==> src/rtl/mul_pipe.sv <==
// Pipelined A_W x B_W multiplier, signed/unsigned per transaction, valid/ready flow control.
// Define MUL_ROUND_EN to round away FRAC_W fraction bits (half-up) in the final stage.
module mul_pipe #(
    parameter int A_W    = 8,
    parameter int B_W    = 12,
    parameter int STAGES = 3,
    parameter int FRAC_W = 8
) (
    input  logic               clk,
    input  logic               rst,
    input  logic               in_valid,
    output logic               in_ready,
    input  logic               in_signed,
    input  logic [A_W-1:0]     a,
    input  logic [B_W-1:0]     b,
    output logic               out_valid,
    input  logic               out_ready,
    output logic [A_W+B_W-1:0] c
);
    localparam int P_W = A_W + B_W;
    localparam int NSL = (A_W + 1) / 2;
    localparam int AE  = 2 * NSL;

    // Terms left after stage s: the reduction is spread evenly, one term at the end.
    function automatic int n_of(input int s);
        int v;
        v = (NSL * (STAGES - 1 - s) + STAGES - 1) / STAGES;
        return (v < 1) ? 1 : v;
    endfunction

    // Top slice of a signed operand carries negative weight (-2..1).
    function automatic logic [P_W-1:0] pp_term(input logic [1:0] sl, input logic top,
                                               input logic [P_W-1:0] bx);
        logic [P_W-1:0] r;
        case (sl)
            2'd0:    r = '0;
            2'd1:    r = bx;
            2'd2:    r = top ? -(bx << 1) : (bx << 1);
            default: r = top ? -bx : bx + (bx << 1);
        endcase
        return r;
    endfunction

    logic [STAGES-1:0] vld_pipe;
    logic [STAGES-1:0] up;
    logic [STAGES:0]   ld;

    always_comb begin
        ld[STAGES] = out_ready;
        for (int i = STAGES - 1; i >= 0; i--)
            ld[i] = !vld_pipe[i] || ld[i+1];
        up[0] = in_valid;
        for (int i = 1; i < STAGES; i++)
            up[i] = vld_pipe[i-1];
    end

    assign in_ready  = ld[0] & ~rst;
    assign out_valid = vld_pipe[STAGES-1];

    always_ff @(posedge clk or posedge rst) begin
        if (rst) begin
            vld_pipe <= '0;
        end else begin
            for (int i = 0; i < STAGES; i++)
                if (ld[i]) vld_pipe[i] <= up[i];
        end
    end

    logic [AE-1:0]  a_x;
    logic [P_W-1:0] b_x;

    generate
        if (AE == A_W) begin : g_aeven
            assign a_x = a;
        end else begin : g_aodd
            assign a_x = {in_signed & a[A_W-1], a};
        end
    endgenerate

    assign b_x = {{A_W{in_signed & b[B_W-1]}}, b};

    logic [NSL-1:0][P_W-1:0] pp;

    always_comb begin
        for (int j = 0; j < NSL; j++)
            pp[j] = pp_term(a_x[2*j +: 2], (j == NSL - 1) && in_signed, b_x) << (2 * j);
    end

`ifdef MUL_ROUND_EN
    // Signedness is needed again only for the rounding shift.
    logic [STAGES-1:0] sg_pipe;
    assign sg_pipe[0] = in_signed;

    always_ff @(posedge clk or posedge rst) begin
        if (rst) begin
            for (int i = 1; i < STAGES; i++) sg_pipe[i] <= 1'b0;
        end else begin
            for (int i = 1; i < STAGES; i++)
                if (ld[i-1] && up[i-1]) sg_pipe[i] <= sg_pipe[i-1];
        end
    end
`endif

    for (genvar s = 0; s < STAGES; s++) begin : stg
        localparam int NO = n_of(s);
        localparam int NI = (s == 0) ? NSL : n_of(s - 1);

        logic [NI-1:0][P_W-1:0] src;
        logic [NO-1:0][P_W-1:0] sum;
        logic [NO-1:0][P_W-1:0] nxt;
        logic [NO-1:0][P_W-1:0] q;

        if (s == 0) begin : g_first
            assign src = pp;
        end else begin : g_next
            assign src = stg[s-1].q;
        end

        always_comb begin
            sum = '0;
            for (int i = 0; i < NI; i++)
                sum[i % NO] = sum[i % NO] + src[i];
        end

        if (s == STAGES - 1) begin : g_last
`ifdef MUL_ROUND_EN
            if (FRAC_W > 0) begin : g_rnd
                localparam logic [P_W:0] RND = (P_W + 1)'(1) << (FRAC_W - 1);
                logic [P_W:0] rs;
                // One extra bit keeps the rounding add from overflowing.
                assign rs = {sg_pipe[s] & sum[0][P_W-1], sum[0]} + RND;
                assign nxt[0] = sg_pipe[s] ? P_W'($signed(rs) >>> FRAC_W) : P_W'(rs >> FRAC_W);
            end else begin : g_raw
                assign nxt[0] = sum[0];
            end
`else
            assign nxt = sum;
`endif
            assign c = q[0];
        end else begin : g_mid
            assign nxt = sum;
        end

        always_ff @(posedge clk or posedge rst) begin
            if (rst)                   q <= '0;
            else if (ld[s] && up[s])   q <= nxt;
        end
    end

endmodule

==> config.mk <==
export PLATFORM = sky130hd
export DESIGN_NAME = mul_pipe
export DESIGN_NICKNAME = d
export VERILOG_FILES = /design/src/rtl/mul_pipe.sv
export SDC_FILE = /design/constraint.sdc
export NUM_CORES = 1
export LEC_CHECK = 0
export CAP_MARGIN = 15
export CORE_MARGIN = 8
export CORE_UTILIZATION = 55
export DETAILED_ROUTE_END_ITERATION = 12
export DONT_BUFFER_PORTS = 1
export GPL_ROUTABILITY_DRIVEN = 0
export PLACE_DENSITY = 0.69
export SLEW_MARGIN = 20
export SYNTH_ARGS = -nofsm -noshare
export SYNTH_HDL_FRONTEND = slang
export SYNTH_SLANG_ARGS = --single-unit
export TNS_END_PERCENT = 20
==> constraint.sdc <==
create_clock -name clk -period 3.1 [get_ports clk]
set_clock_uncertainty 0.15 [all_clocks]
set_input_delay 0.31 -clock clk [delete_from_list [all_inputs] [get_ports clk]]
set_output_delay 0.31 -clock clk [all_outputs]
set_load 0.02 [all_outputs]
==> results.sh, run 1 <==
export IMPL_drt_first_pass_iters=7
export IMPL_setup_ws_ns=-0.386
export IMPL_worstPathMaxFanout=5
export IMPL_comb_power_share_pct=45.2
export IMPL_postSynth_asyncResetShare_pct=100
export IMPL_grt_antenna_before_repair=0
export IMPL_mappedNetlistNets=1043
export IMPL_fin_crit_ns=3.49
export IMPL_postSynthRegisterBits=108
export IMPL_cts_root_buffer_cell="sky130_fd_sc_hd__clkbuf_16"
export IMPL_global_route_usage_total_pct=21.2
export IMPL_design_final_nets=1091
export IMPL_detailedRoute_firstIterationViolations=521
export IMPL_number_of_global_route_vias_before_repair=6784
export IMPL_fin_util_pct=64.0
export IMPL_use_met2_pct=37.4
export IMPL_max_cap_violations=0
export IMPL_p_seq_share_pct=36.7
export IMPL_num_fill_cells=1198
export IMPL_final_period_utilization_pct=112
export IMPL_antenna_cell_count=0
export IMPL_grt_overflow_total=0
export IMPL_p_per_area_mw_per_mm2=674
export IMPL_outcome="finished, violations left"
export IMPL_insertion_delay_ns=0.34
export IMPL_fp_row_count=44
export IMPL_tritoncts="yes"
export IMPL_seq_area_mm2=0.00270
export IMPL_ioPinCount=47
export IMPL_part_of_the_yosys_area_used_for_sequential_elements_pct=33.9
export IMPL_floorplan_die_height_um=136
export IMPL_setup_violations_final=8
export IMPL_rr_endpoint="stg[0].q[1]$_DFFE_PP0P_"
export IMPL_cts_htree_levels=3
export IMPL_ys_warnings_count=0
export IMPL_die_width_um=136
export IMPL_synth_cell_types=61
export IMPL_clock_fmax_mhz=287
export IMPL_syn_cell_area_mm2=0.00798
export IMPL_multiInputGateArea_mm2=0.00510
export IMPL_numClockSinks=108
export IMPL_grt_max_degree=63
export IMPL_post_synth_inst_count=947
export IMPL_crit_path_end_kind="flop"
export IMPL_worst_r2r_setup_slack_ns=0.34
export IMPL_detailroute_via_count=6978
export IMPL_worstHoldPathCells=2
export IMPL_rr_worst_depth=7
export IMPL_total_switching_power_mw=2.40
export IMPL_critical_path_arrival_ns=3.56
export IMPL_die_area_mm2=0.0186
export IMPL_crit_type="input pin to flop"
export IMPL_drt_wl_total_mm=19.5
export IMPL_ctsLongestPathBuffers=2
export IMPL_pleak_nw=4.16
export IMPL_layout_drive_gt1_share_pct=16.3
export IMPL_yosysTopAreaCell="sky130_fd_sc_hd__dfrtp_1"
export IMPL_avgSynthCellArea_um2=8.43
export IMPL_critical_path_startpoint="b[0]"
export IMPL_worst_hold_startpoint="b[5]"
export IMPL_synthDominantCellAreaShare_pct=33.9
export IMPL_route_antenna_remaining_nets=0
export IMPL_p_int_mw=3.79
export IMPL_slew_violations=0
export IMPL_clk_pin_slew_worst_paths_ns=0.07
export IMPL_post_route_drc_count=0
export IMPL_netlist_top_cells_count="125 x sky130_fd_sc_hd__nand2_1, 108 x sky130_fd_sc_hd__dfrtp_1, 93 x sky130_fd_sc_hd__nor2_1, 93 x sky130_fd_sc_hd__o21ai_0, 67 x sky130_fd_sc_hd__ha_1"
export IMPL_power_share_clock_pct=18.2
export IMPL_flow_area_growth_from_synthesis_pct=15.2
export IMPL_core_region_area_mm2=0.0144
export IMPL_violations="negative setup slack"
export IMPL_worst_slew_pin_transition_ns=0.974
export IMPL_port_buffers=0
export IMPL_max_vdd_ir_drop_uv=341
export IMPL_max_slew_margin_pct=34.9
export IMPL_globalRouteMet1Util_pct=26.2
export IMPL_crit_path_start_kind="input pin"
export IMPL_hpwl_after_detailed_placement_mm=14.8
export IMPL_final_hold_violation_count=0
export IMPL_first_pass_grt_wire_length_mm=32.3
export IMPL_sw_frac_of_total_pct=38.8
export IMPL_met3_usage_in_global_routing_pct=2.73
export IMPL_required_time_of_the_worst_setup_path_ns=3.18
export IMPL_number_of_buffers_inserted_during_clock_tree_synthesis=9
export IMPL_netlist_top_cells_area="sky130_fd_sc_hd__dfrtp_1 34%, sky130_fd_sc_hd__ha_1 11%, sky130_fd_sc_hd__nand2_1 5.9%"
export IMPL_synth_edf_count=0
export IMPL_layout_cells_non_filler=1183
export IMPL_gr_peak_layer="met2"
export IMPL_mean_routed_wirelength_per_cell_um=16.5
export IMPL_dpl_cell_count=1155
export IMPL_timing_hold_worst_endpoint="stg[0].q[49]$_DFFE_PP0P_"
export IMPL_setup_repair_after_global_routing_missed_its_margin="yes"
export IMPL_synth_main_ff_cell="sky130_fd_sc_hd__dfrtp_1"
export IMPL_start_util_pct=55.5
export IMPL_synth_most_common_cell="sky130_fd_sc_hd__nand2_1"
export IMPL_pre_cts_ws_ns=-0.783
export IMPL_regToRegStartpoint="vld_pipe[2]$_DFFE_PP0P_"
export IMPL_routed_via_density=5.90
export IMPL_hold_class="input pin to flop"
worst max path at each step:
stage / end / slack [ns] / depth (start not counted)
CTS: stg[0].q[18]$_DFFE_PP0P_ / -0.39 / 18
detailed placement: stg[0].q[18]$_DFFE_PP0P_ / -0.78 / 18
global route: stg[0].q[18]$_DFFE_PP0P_ / -0.51 / 18
floorplan: stg[0].q[18]$_DFFE_PP0P_ / -0.59 / 18
finish: stg[0].q[18]$_DFFE_PP0P_ / -0.39 / 18
global placement: stg[0].q[18]$_DFFE_PP0P_ / -0.69 / 18
critical path, stage by stage:
cell,delay [ns]
sky130_fd_sc_hd__ha_4,0.14
sky130_fd_sc_hd__fa_2,0.36
sky130_fd_sc_hd__a21o_1,0.19
sky130_fd_sc_hd__a22oi_2,0.20
sky130_fd_sc_hd__nor2b_4,0.20
sky130_fd_sc_hd__xnor2_2,0.08
sky130_fd_sc_hd__nand2_1,0.06
sky130_fd_sc_hd__o21ai_1,0.06
sky130_fd_sc_hd__a22o_1,0.21
sky130_fd_sc_hd__fa_2,0.35
sky130_fd_sc_hd__a21o_1,0.21
sky130_fd_sc_hd__a21oi_2,0.14
sky130_fd_sc_hd__o21ba_2,0.18
sky130_fd_sc_hd__o21ai_2,0.07
sky130_fd_sc_hd__a2111o_1,0.39
sky130_fd_sc_hd__a31oi_2,0.15
sky130_fd_sc_hd__xor2_1,0.16
sky130_fd_sc_hd__o21ai_1,0.09
final cells by class:
type | instances | share of cell area (%)
clock inverters | 4 | 0.544
clock buffers | 11 | 2.64
repair buffers | 92 | 7.87
inverters | 37 | 1.61
flip-flops and latches | 108 | 29.4
well taps | 184 | 2.50
multi-input cells | 747 | 55.4
placed cells by master (no fill, tap or decap), drive strengths merged, types with 4 or more instances in the layout:
| cell type | netlist | final |
|---|---|---|
| nand2 | 125 | 125 |
| dfrtp | 108 | 108 |
| o21ai | 100 | 100 |
| nor2 | 93 | 93 |
| buf | 8 | 79 |
| a21oi | 68 | 68 |
| ha | 67 | 67 |
| xnor2 | 36 | 36 |
| inv | 37 | 36 |
| a221oi | 26 | 26 |
| xor2 | 26 | 26 |
| mux2 | 25 | 25 |
| a21o | 19 | 19 |
| nand3 | 15 | 15 |
| dlygate4sd3 | 0 | 13 |
| nor2b | 13 | 13 |
| nand2b | 12 | 12 |
| nand4 | 11 | 11 |
| nor3 | 11 | 11 |
| clkbuf | 47 | 11 |
| a22o | 10 | 10 |
| a31oi | 10 | 10 |
| a211oi | 9 | 9 |
| o21a | 7 | 7 |
| o22ai | 7 | 7 |
| and3 | 4 | 4 |
| o31ai | 4 | 4 |
| a32oi | 4 | 4 |
| o211ai | 4 | 4 |
| fa | 4 | 4 |
state kept, by name (all words and copies together) (netlist names):
| signal | cells |
|---|---|
| c | 20 |
| vld_pipe | 3 |
| stg.q | 85 |
power by group through the flow:
| stage | clock [mW] | sequential (mW) | combinational [mW] |
|---|---|---|---|
| global placement | 0 | 2.28 | 2.61 |
| detailed placement | 0 | 2.30 | 2.73 |
| floorplan | 0 | 2.20 | 2.18 |
| global route | 1.21 | 2.33 | 3.13 |
| CTS | 1.15 | 2.28 | 2.78 |
| finish | 1.13 | 2.27 | 2.80 |
cell families (layout without fill, tap and decap cells):
kind of cell / Yosys count / after routing / synth area share (%)
simple gates: 299 / 299 / 16.4
xor+xnor: 62 / 62 / 6.80
flops: 108 / 108 / 33.9
compound gates: 287 / 287 / 23.2
buf+inv: 92 / 144 / 4.33
fa+ha+maj: 71 / 71 / 11.5
mux: 28 / 28 / 3.90
metal layers:
metal | up-vias | share of wire [%]
met1 | 3343 | 44
met2 | 164 | 50
met4 | 0 | 1.6
met5 | - | 0
met3 | 26 | 4.4
li1 | 3445 | -
timing repair:
| action | CTS | global route |
|---|---|---|
| endpoints found under the hold margin | 117 | 0 |
| hold buffers | 13 | 0 |
| setup endpoints to repair | 9 | 9 |
| buffers inserted | 0 | 0 |
| resized for setup | 4 | 2 |
| pin swaps | 4 | 1 |
per-stage QoR:
step / TNS, ns / total power [mW] / hold slack, ns / area (um2)
after global routing: -2.85 / 6.67 / 0.0204 / 9190
after CTS: -1.52 / 6.22 / 0.00132 / 9180
after global placement: -4.44 / 4.89 / 0.231 / 8740
after detailed placement: -5.32 / 5.04 / 0.246 / 8740
final: -1.54 / 6.19 / 0.0106 / 9190
after floorplan: -2.67 / 4.39 / 0.268 / 8140
Note: power is estimated with default switching activity, not from simulation.
==> run 2, diff against run 1 <==
--- a/config.mk
+++ b/config.mk
@@ -8,6 +8,7 @@
 export CAP_MARGIN = 15
 export CORE_MARGIN = 8
 export CORE_UTILIZATION = 55
+export CTS_BUF_LIST = sky130_fd_sc_hd__clkbuf_4 sky130_fd_sc_hd__clkbuf_8 sky130_fd_sc_hd__clkbuf_16
 export DETAILED_ROUTE_END_ITERATION = 12
 export DONT_BUFFER_PORTS = 1
 export GPL_ROUTABILITY_DRIVEN = 0
==> run 2 against run 1 <==
Compared with the run above: the run still ends with negative setup slack left; design area about the same; sequential cell count is the same; die area stayed put; sequential power barely moved; hold slack about the same; critical path type unchanged; critical endpoint unchanged.
==> results.sh, run 2 (synthesized netlist as in run 1, its figures left out) <==
export IMPL_fin_crit_ns=3.49
export IMPL_cpMaxStageDelayCell="sky130_fd_sc_hd__a2111o_1"
export IMPL_detailedRoute_firstIterationViolations=521
export IMPL_final_hold_violation_count=0
export IMPL_max_vdd_ir_drop_uv=341
export IMPL_multiInputGateArea_mm2=0.00510
export IMPL_flip_flop_count_of_the_largest_register_after_layout=85
export IMPL_hold_class="input pin to flop"
export IMPL_slowest_delay_ns=0.39
export IMPL_floorplan_die_height_um=136
export IMPL_max_slew_margin_pct=34.9
export IMPL_antenna_cell_count=0
export IMPL_critical_path_arrival_ns=3.56
export IMPL_route_antenna_remaining_nets=0
export IMPL_pleak_nw=4.16
export IMPL_layout_drive_gt1_share_pct=16.4
export IMPL_tritoncts="yes"
export IMPL_routed_via_density=5.90
export IMPL_worst_slew_pin_transition_ns=0.973
export IMPL_power_total_mw=6.20
export IMPL_core_region_area_mm2=0.0144
export IMPL_finalHoldWorstSlack_ns=0.0106
export IMPL_number_of_global_route_vias_before_repair=6784
export IMPL_setup_tns_ns=-1.54
export IMPL_setup_violations_final=8
export IMPL_die_width_um=136
export IMPL_die_area_mm2=0.0186
export IMPL_global_route_usage_total_pct=21.2
export IMPL_p_per_area_mw_per_mm2=675
export IMPL_max_cap_violations=0
export IMPL_clk_pin_slew_worst_paths_ns=0.07
export IMPL_crit_path_end_kind="flop"
export IMPL_mean_routed_wirelength_per_cell_um=16.5
export IMPL_setup_repair_after_global_routing_missed_its_margin="yes"
export IMPL_violations="negative setup slack"
export IMPL_most_common_layout_cells="123 x sky130_fd_sc_hd__nand2_1, 108 x sky130_fd_sc_hd__dfrtp_1, 93 x sky130_fd_sc_hd__nor2_1, 91 x sky130_fd_sc_hd__o21ai_0, 79 x sky130_fd_sc_hd__buf_4"
export IMPL_power_share_clock_pct=18.3
export IMPL_worstPathMaxFanout=5
export IMPL_total_switching_power_mw=2.40
export IMPL_required_time_of_the_worst_setup_path_ns=3.18
export IMPL_sw_frac_of_total_pct=38.7
export IMPL_drt_wl_total_mm=19.5
export IMPL_final_common_cell="sky130_fd_sc_hd__nand2_1"
export IMPL_flow_area_growth_from_synthesis_pct=15.2
export IMPL_p_int_mw=3.80
export IMPL_grt_antenna_before_repair=0
export IMPL_ioPinCount=47
export IMPL_grt_overflow_total=0
export IMPL_crit_type="input pin to flop"
export IMPL_max_flop_register="stg.q"
export IMPL_drt_first_pass_iters=6
export IMPL_first_pass_grt_wire_length_mm=32.3
export IMPL_critical_path_cell_chain="ha_4, fa_2, a21o_1, a22oi_2, nor2b_4, xnor2_2, nand2_1, o21ai_1, a22o_1, fa_2, a21o_1, a21oi_2, o21ba_2, o21ai_2, a2111o_1, a31oi_2, xor2_1, o21ai_1"
export IMPL_grt_max_degree=63
export IMPL_insertion_delay_ns=0.34
export IMPL_slew_violations=0
export IMPL_cts_root_buffer_cell="sky130_fd_sc_hd__clkbuf_16"
export IMPL_port_buffers=0
export IMPL_crit_path_start_kind="input pin"
export IMPL_fp_row_count=44
export IMPL_seq_area_mm2=0.00270
export IMPL_number_of_buffers_inserted_during_clock_tree_synthesis=9
export IMPL_outcome="finished, violations left"
export IMPL_comb_power_share_pct=45.1
export IMPL_post_route_drc_count=0
export IMPL_clock_fmax_mhz=287
export IMPL_num_fill_cells=1196
export IMPL_post_cts_buffers=0
export IMPL_final_period_utilization_pct=112
export IMPL_hpwl_after_detailed_placement_mm=14.8
export IMPL_ctsLongestPathBuffers=2
export IMPL_detailroute_via_count=6981
export IMPL_start_util_pct=55.5
export IMPL_cts_htree_levels=3
export IMPL_design_final_nets=1091
export IMPL_numClockSinks=108
export IMPL_p_seq_share_pct=36.6
export IMPL_setup_ws_ns=-0.386
[run 2: worst paths after layout]
path	start	to	slack, ns	depth (start not counted)
min	b[5]	stg[0].q[49]$_DFFE_PP0P_	0.01	2
min in group asynchronous	rst	vld_pipe[2]$_DFFE_PP0P_	0.46	3
min reg2reg	stg[0].q[22]$_DFFE_PP0P_	stg[0].q[22]$_DFFE_PP0P_	0.33	2
max	b[0]	stg[0].q[18]$_DFFE_PP0P_	-0.39	18
max reg2reg	vld_pipe[2]$_DFFE_PP0P_	stg[0].q[1]$_DFFE_PP0P_	0.34	7
max in group asynchronous	rst	stg[1].q[2]$_DFFE_PP0P_	1.75	3
[run 2: metal layers]
| metal | global-route usage [%] | wire (um) | up-vias |
|---|---|---|---|
| li1 | - | - | 3446 |
| met1 | 26.2 | 8620 | 3343 |
| met2 | 37.4 | 9730 | 166 |
| met3 | 2.73 | 872 | 26 |
| met4 | 6.59 | 312 | 0 |
| met5 | 0 | 0 | - |
[run 2: final cells by class]
class	instances	area share (%)
inverter	37	1.61
timing repair buffer	92	7.86
multi-input combinational	747	55.4
clock buffer	11	2.68
sequential	108	29.4
clock inverter	4	0.544
tap	184	2.50
[run 2: what timing repair did]
item,4_1_cts,5_1_grt
hold endpoints to repair,117,0
gates resized for setup,4,2
hold buffers,13,0
endpoints found under the setup margin,9,9
pin swaps,4,1
[run 2: critical path: cells and delay by family]
kind	cells	cell delay, ns
xor gates and xnor gates	2	0.24
and+or+nand+nor	2	0.26
adders and majority gates	3	0.85
AOI/OAI and AO/OA	11	1.89
[run 2: metrics by stage]
| stage | setup WS, ns | utilization (%) | cells | instance area (um2) |
|---|---|---|---|---|
| floorplan | -0.592 | - | 947 | 8140 |
| global placement | -0.690 | 60.8 | 1155 | 8740 |
| detailed placement | -0.783 | 60.8 | 1155 | 8740 |
| CTS | -0.393 | 63.9 | 1183 | 9180 |
| global route | -0.513 | 64.0 | 1183 | 9200 |
| finish | -0.386 | 64.0 | 1183 | 9200 |
[run 2: power by group through the flow]
stage	clock network, mW	registers (mW)	logic (mW)
after global routing	1.22	2.33	3.13
after CTS	1.16	2.28	2.78
after floorplan	0	2.20	2.18
after detailed placement	0	2.30	2.73
final	1.13	2.27	2.80
after global placement	0	2.28	2.61
==> run 3, diff against run 2 <==
--- a/config.mk
+++ b/config.mk
@@ -12,6 +12,7 @@
 export DETAILED_ROUTE_END_ITERATION = 12
 export DONT_BUFFER_PORTS = 1
 export GPL_ROUTABILITY_DRIVEN = 0
+export HOLD_SLACK_MARGIN = 0.02
 export PLACE_DENSITY = 0.69
 export SLEW_MARGIN = 20
 export SYNTH_ARGS = -nofsm -noshare
==> constraint.sdc (replaced) <==
create_clock -name clk -period 3 [get_ports clk]
set_clock_uncertainty 0.15 [all_clocks]
set_input_delay 0.3 -clock clk [delete_from_list [all_inputs] [get_ports clk]]
set_output_delay 0.3 -clock clk [all_outputs]
set_load 0.02 [all_outputs]
==> run 3 against run 2 <==
Compared with the run above: the flow still finishes with violations (negative setup slack); global-route usage up 0.22 points; hold slack improved by 0.0071 ns; sequential cell count unchanged; cell count rose by 1.7%; non-clock buffer count increased by 20; utilization is 1.6 points higher; critical endpoint unchanged; sequential share of layout area decreased by 0.72 points; design area rose by 2.5%; critical path depth unchanged; via count up 0.82%; largest power group unchanged; power up 4.2%; count of clock-buffer cells in the layout grew 1.
==> results.sh, run 3 (synthesized netlist as in run 1, its figures left out) <==
export IMPL_critical_path_arrival_ns=3.55
export IMPL_final_hold_violation_count=0
export IMPL_max_slew_margin_pct=35.5
export IMPL_ctsLongestPathBuffers=2
export IMPL_routed_via_density=5.85
export IMPL_slowest_delay_ns=0.39
export IMPL_max_vdd_ir_drop_uv=316
export IMPL_numClockSinks=108
export IMPL_port_buffers=0
export IMPL_slew_violations=0
export IMPL_ioPinCount=47
export IMPL_grt_antenna_before_repair=0
export IMPL_die_area_mm2=0.0186
export IMPL_worst_path_buf_inv=0
export IMPL_most_common_layout_cells="123 x sky130_fd_sc_hd__nand2_1, 108 x sky130_fd_sc_hd__dfrtp_1, 93 x sky130_fd_sc_hd__nor2_1, 92 x sky130_fd_sc_hd__o21ai_0, 88 x sky130_fd_sc_hd__buf_4"
export IMPL_clock_fmax_mhz=287
export IMPL_flow_area_growth_from_synthesis_pct=18.1
export IMPL_design_final_nets=1111
export IMPL_max_flop_register="stg.q"
export IMPL_number_of_buffers_inserted_during_clock_tree_synthesis=9
export IMPL_final_common_cell="sky130_fd_sc_hd__nand2_1"
export IMPL_setup_violations_final=9
export IMPL_crit_path_start_kind="input pin"
export IMPL_cts_root_buffer_cell="sky130_fd_sc_hd__clkbuf_16"
export IMPL_cts_htree_levels=3
export IMPL_regToRegStartpoint="stg[1].q[2]$_DFFE_PP0P_"
export IMPL_critical_path_startpoint="b[0]"
export IMPL_path_delay_family="compound AO/OA/AOI/OAI gates"
export IMPL_required_time_of_the_worst_setup_path_ns=3.07
export IMPL_cpMaxStageDelayCell="sky130_fd_sc_hd__a2111o_1"
export IMPL_power_total_mw=6.46
export IMPL_fp_row_count=44
export IMPL_insertion_delay_ns=0.34
export IMPL_worst_slew_pin_transition_ns=0.966
export IMPL_fin_util_pct=65.6
export IMPL_core_region_area_mm2=0.0144
export IMPL_antenna_cell_count=0
export IMPL_grt_overflow_total=0
export IMPL_start_util_pct=55.5
export IMPL_detailroute_via_count=7038
export IMPL_post_cts_buffers=0
export IMPL_setup_repair_after_global_routing_missed_its_margin="yes"
export IMPL_die_width_um=136
export IMPL_outcome="finished, violations left"
export IMPL_drt_wl_total_mm=19.9
export IMPL_final_period_utilization_pct=116
export IMPL_crit_path_end_kind="flop"
export IMPL_crit_type="input pin to flop"
export IMPL_mean_routed_wirelength_per_cell_um=16.5
export IMPL_max_cap_violations=0
export IMPL_first_pass_grt_wire_length_mm=32.5
export IMPL_route_antenna_remaining_nets=0
export IMPL_hold_class="input pin to flop"
export IMPL_hpwl_after_detailed_placement_mm=14.6
export IMPL_detailedRoute_firstIterationViolations=501
export IMPL_global_route_usage_total_pct=21.4
export IMPL_p_per_area_mw_per_mm2=686
export IMPL_setup_ws_ns=-0.481
export IMPL_critical_path_cell_chain="ha_4, fa_2, a21o_1, a22oi_2, nor2b_4, xnor2_2, nand2_1, o21ai_1, a22o_1, fa_2, a21o_1, a21oi_2, o21ba_2, o21ai_2, a2111o_1, a31oi_2, xor2_1, o21ai_1"
export IMPL_post_route_drc_count=0
export IMPL_layout_drive_gt1_share_pct=17.6
export IMPL_tritoncts="yes"
export IMPL_flip_flop_count_of_the_largest_register_after_layout=85
export IMPL_worst_r2r_setup_slack_ns=0.30
export IMPL_worst_hold_startpoint="a[3]"
export IMPL_grt_max_degree=50
export IMPL_floorplan_die_height_um=136
export IMPL_violations="negative setup slack"
export IMPL_pleak_nw=4.28
export IMPL_clk_pin_slew_worst_paths_ns=0.07
export IMPL_worstPathMaxFanout=5
export IMPL_fin_crit_ns=3.48
export IMPL_number_of_global_route_vias_before_repair=6782
export IMPL_drt_first_pass_iters=4
## run 3: changes by cell type in the layout (fill, tap and decap cells not counted), moves of 2 or more
cell / before / now
sky130_fd_sc_hd__buf_4: 79 / 88
sky130_fd_sc_hd__buf_12: 0 / 2
sky130_fd_sc_hd__clkinvlp_4: 3 / 1
sky130_fd_sc_hd__clkinv_4: 0 / 2
sky130_fd_sc_hd__dlygate4sd3_1: 13 / 22
## run 3: power by group
group,switching [mW],internal [mW],leakage [nW]
Clock,0.502,0.687,0.150
Sequential,0.443,1.90,1.30
Combinational,1.55,1.38,2.83
## run 3: final timing paths
kind	end	depth (start not counted)
setup / recovery	stg[0].q[18]$_DFFE_PP0P_	18
hold / removal	stg[0].q[27]$_DFFE_PP0P_	2
setup reg to reg	c[16]$_DFFE_PP0P_	11
hold reg to reg	stg[0].q[0]$_DFFE_PP0P_	2
max in group asynchronous	stg[0].q[24]$_DFFE_PP0P_	3
min in group asynchronous	stg[1].q[18]$_DFFE_PP0P_	2
## run 3: timing repair
action	4_1_cts	5_1_grt
hold endpoints to repair	69	0
hold buffers	22	0
endpoints found under the setup margin	9	9
resized for setup	2	8
pin swaps	5	1
## run 3: per-layer routing
| metal | up-vias | wire (um) | GRT usage, % |
|---|---|---|---|
| li1 | 3496 | - | - |
| met1 | 3344 | 8850 | 26.6 |
| met2 | 172 | 9770 | 36.9 |
| met3 | 26 | 929 | 3.58 |
| met4 | 0 | 340 | 7.02 |
| met5 | - | 0 | 0 |
## run 3: worst reg2reg max path: stages, from the launching register on
cell,delay [ns]
sky130_fd_sc_hd__dfrtp_1,0.35
sky130_fd_sc_hd__ha_1,0.20
sky130_fd_sc_hd__inv_1,0.07
sky130_fd_sc_hd__fa_1,0.40
sky130_fd_sc_hd__nor2b_1,0.12
sky130_fd_sc_hd__o21ai_1,0.08
sky130_fd_sc_hd__a21oi_1,0.28
sky130_fd_sc_hd__o211ai_2,0.17
sky130_fd_sc_hd__a211oi_1,0.33
sky130_fd_sc_hd__o21a_1,0.18
sky130_fd_sc_hd__nor3_1,0.05
sky130_fd_sc_hd__o31ai_1,0.22
## run 3: metrics by stage
| stage | cell area [um2] | TNS, ns | hold WS (ns) | cells | setup slack, ns |
|---|---|---|---|---|---|
| 6_report | 9430 | -2.43 | 0.0176 | 1203 | -0.481 |
| 5_1_grt | 9430 | -3.80 | 0.0284 | 1203 | -0.647 |
| 4_1_cts | 9380 | -2.40 | 0.0201 | 1203 | -0.451 |
| 3_5_place_dp | 8850 | -6.19 | 0.253 | 1166 | -0.845 |
| 3_3_place_gp | 8850 | -5.42 | 0.247 | 1166 | -0.797 |
| 2_1_floorplan | 8140 | -3.47 | 0.258 | 947 | -0.682 |
## run 3: area by class of cell
type	count	area (um2)
Tap cell	184	230
Inverter	37	148
Clock buffer	12	254
Sequential cell	108	2700
Fill cell	1182	4940
Timing Repair Buffer	112	921
Multi-Input combinational cell	747	5120
Clock inverter	3	47.5
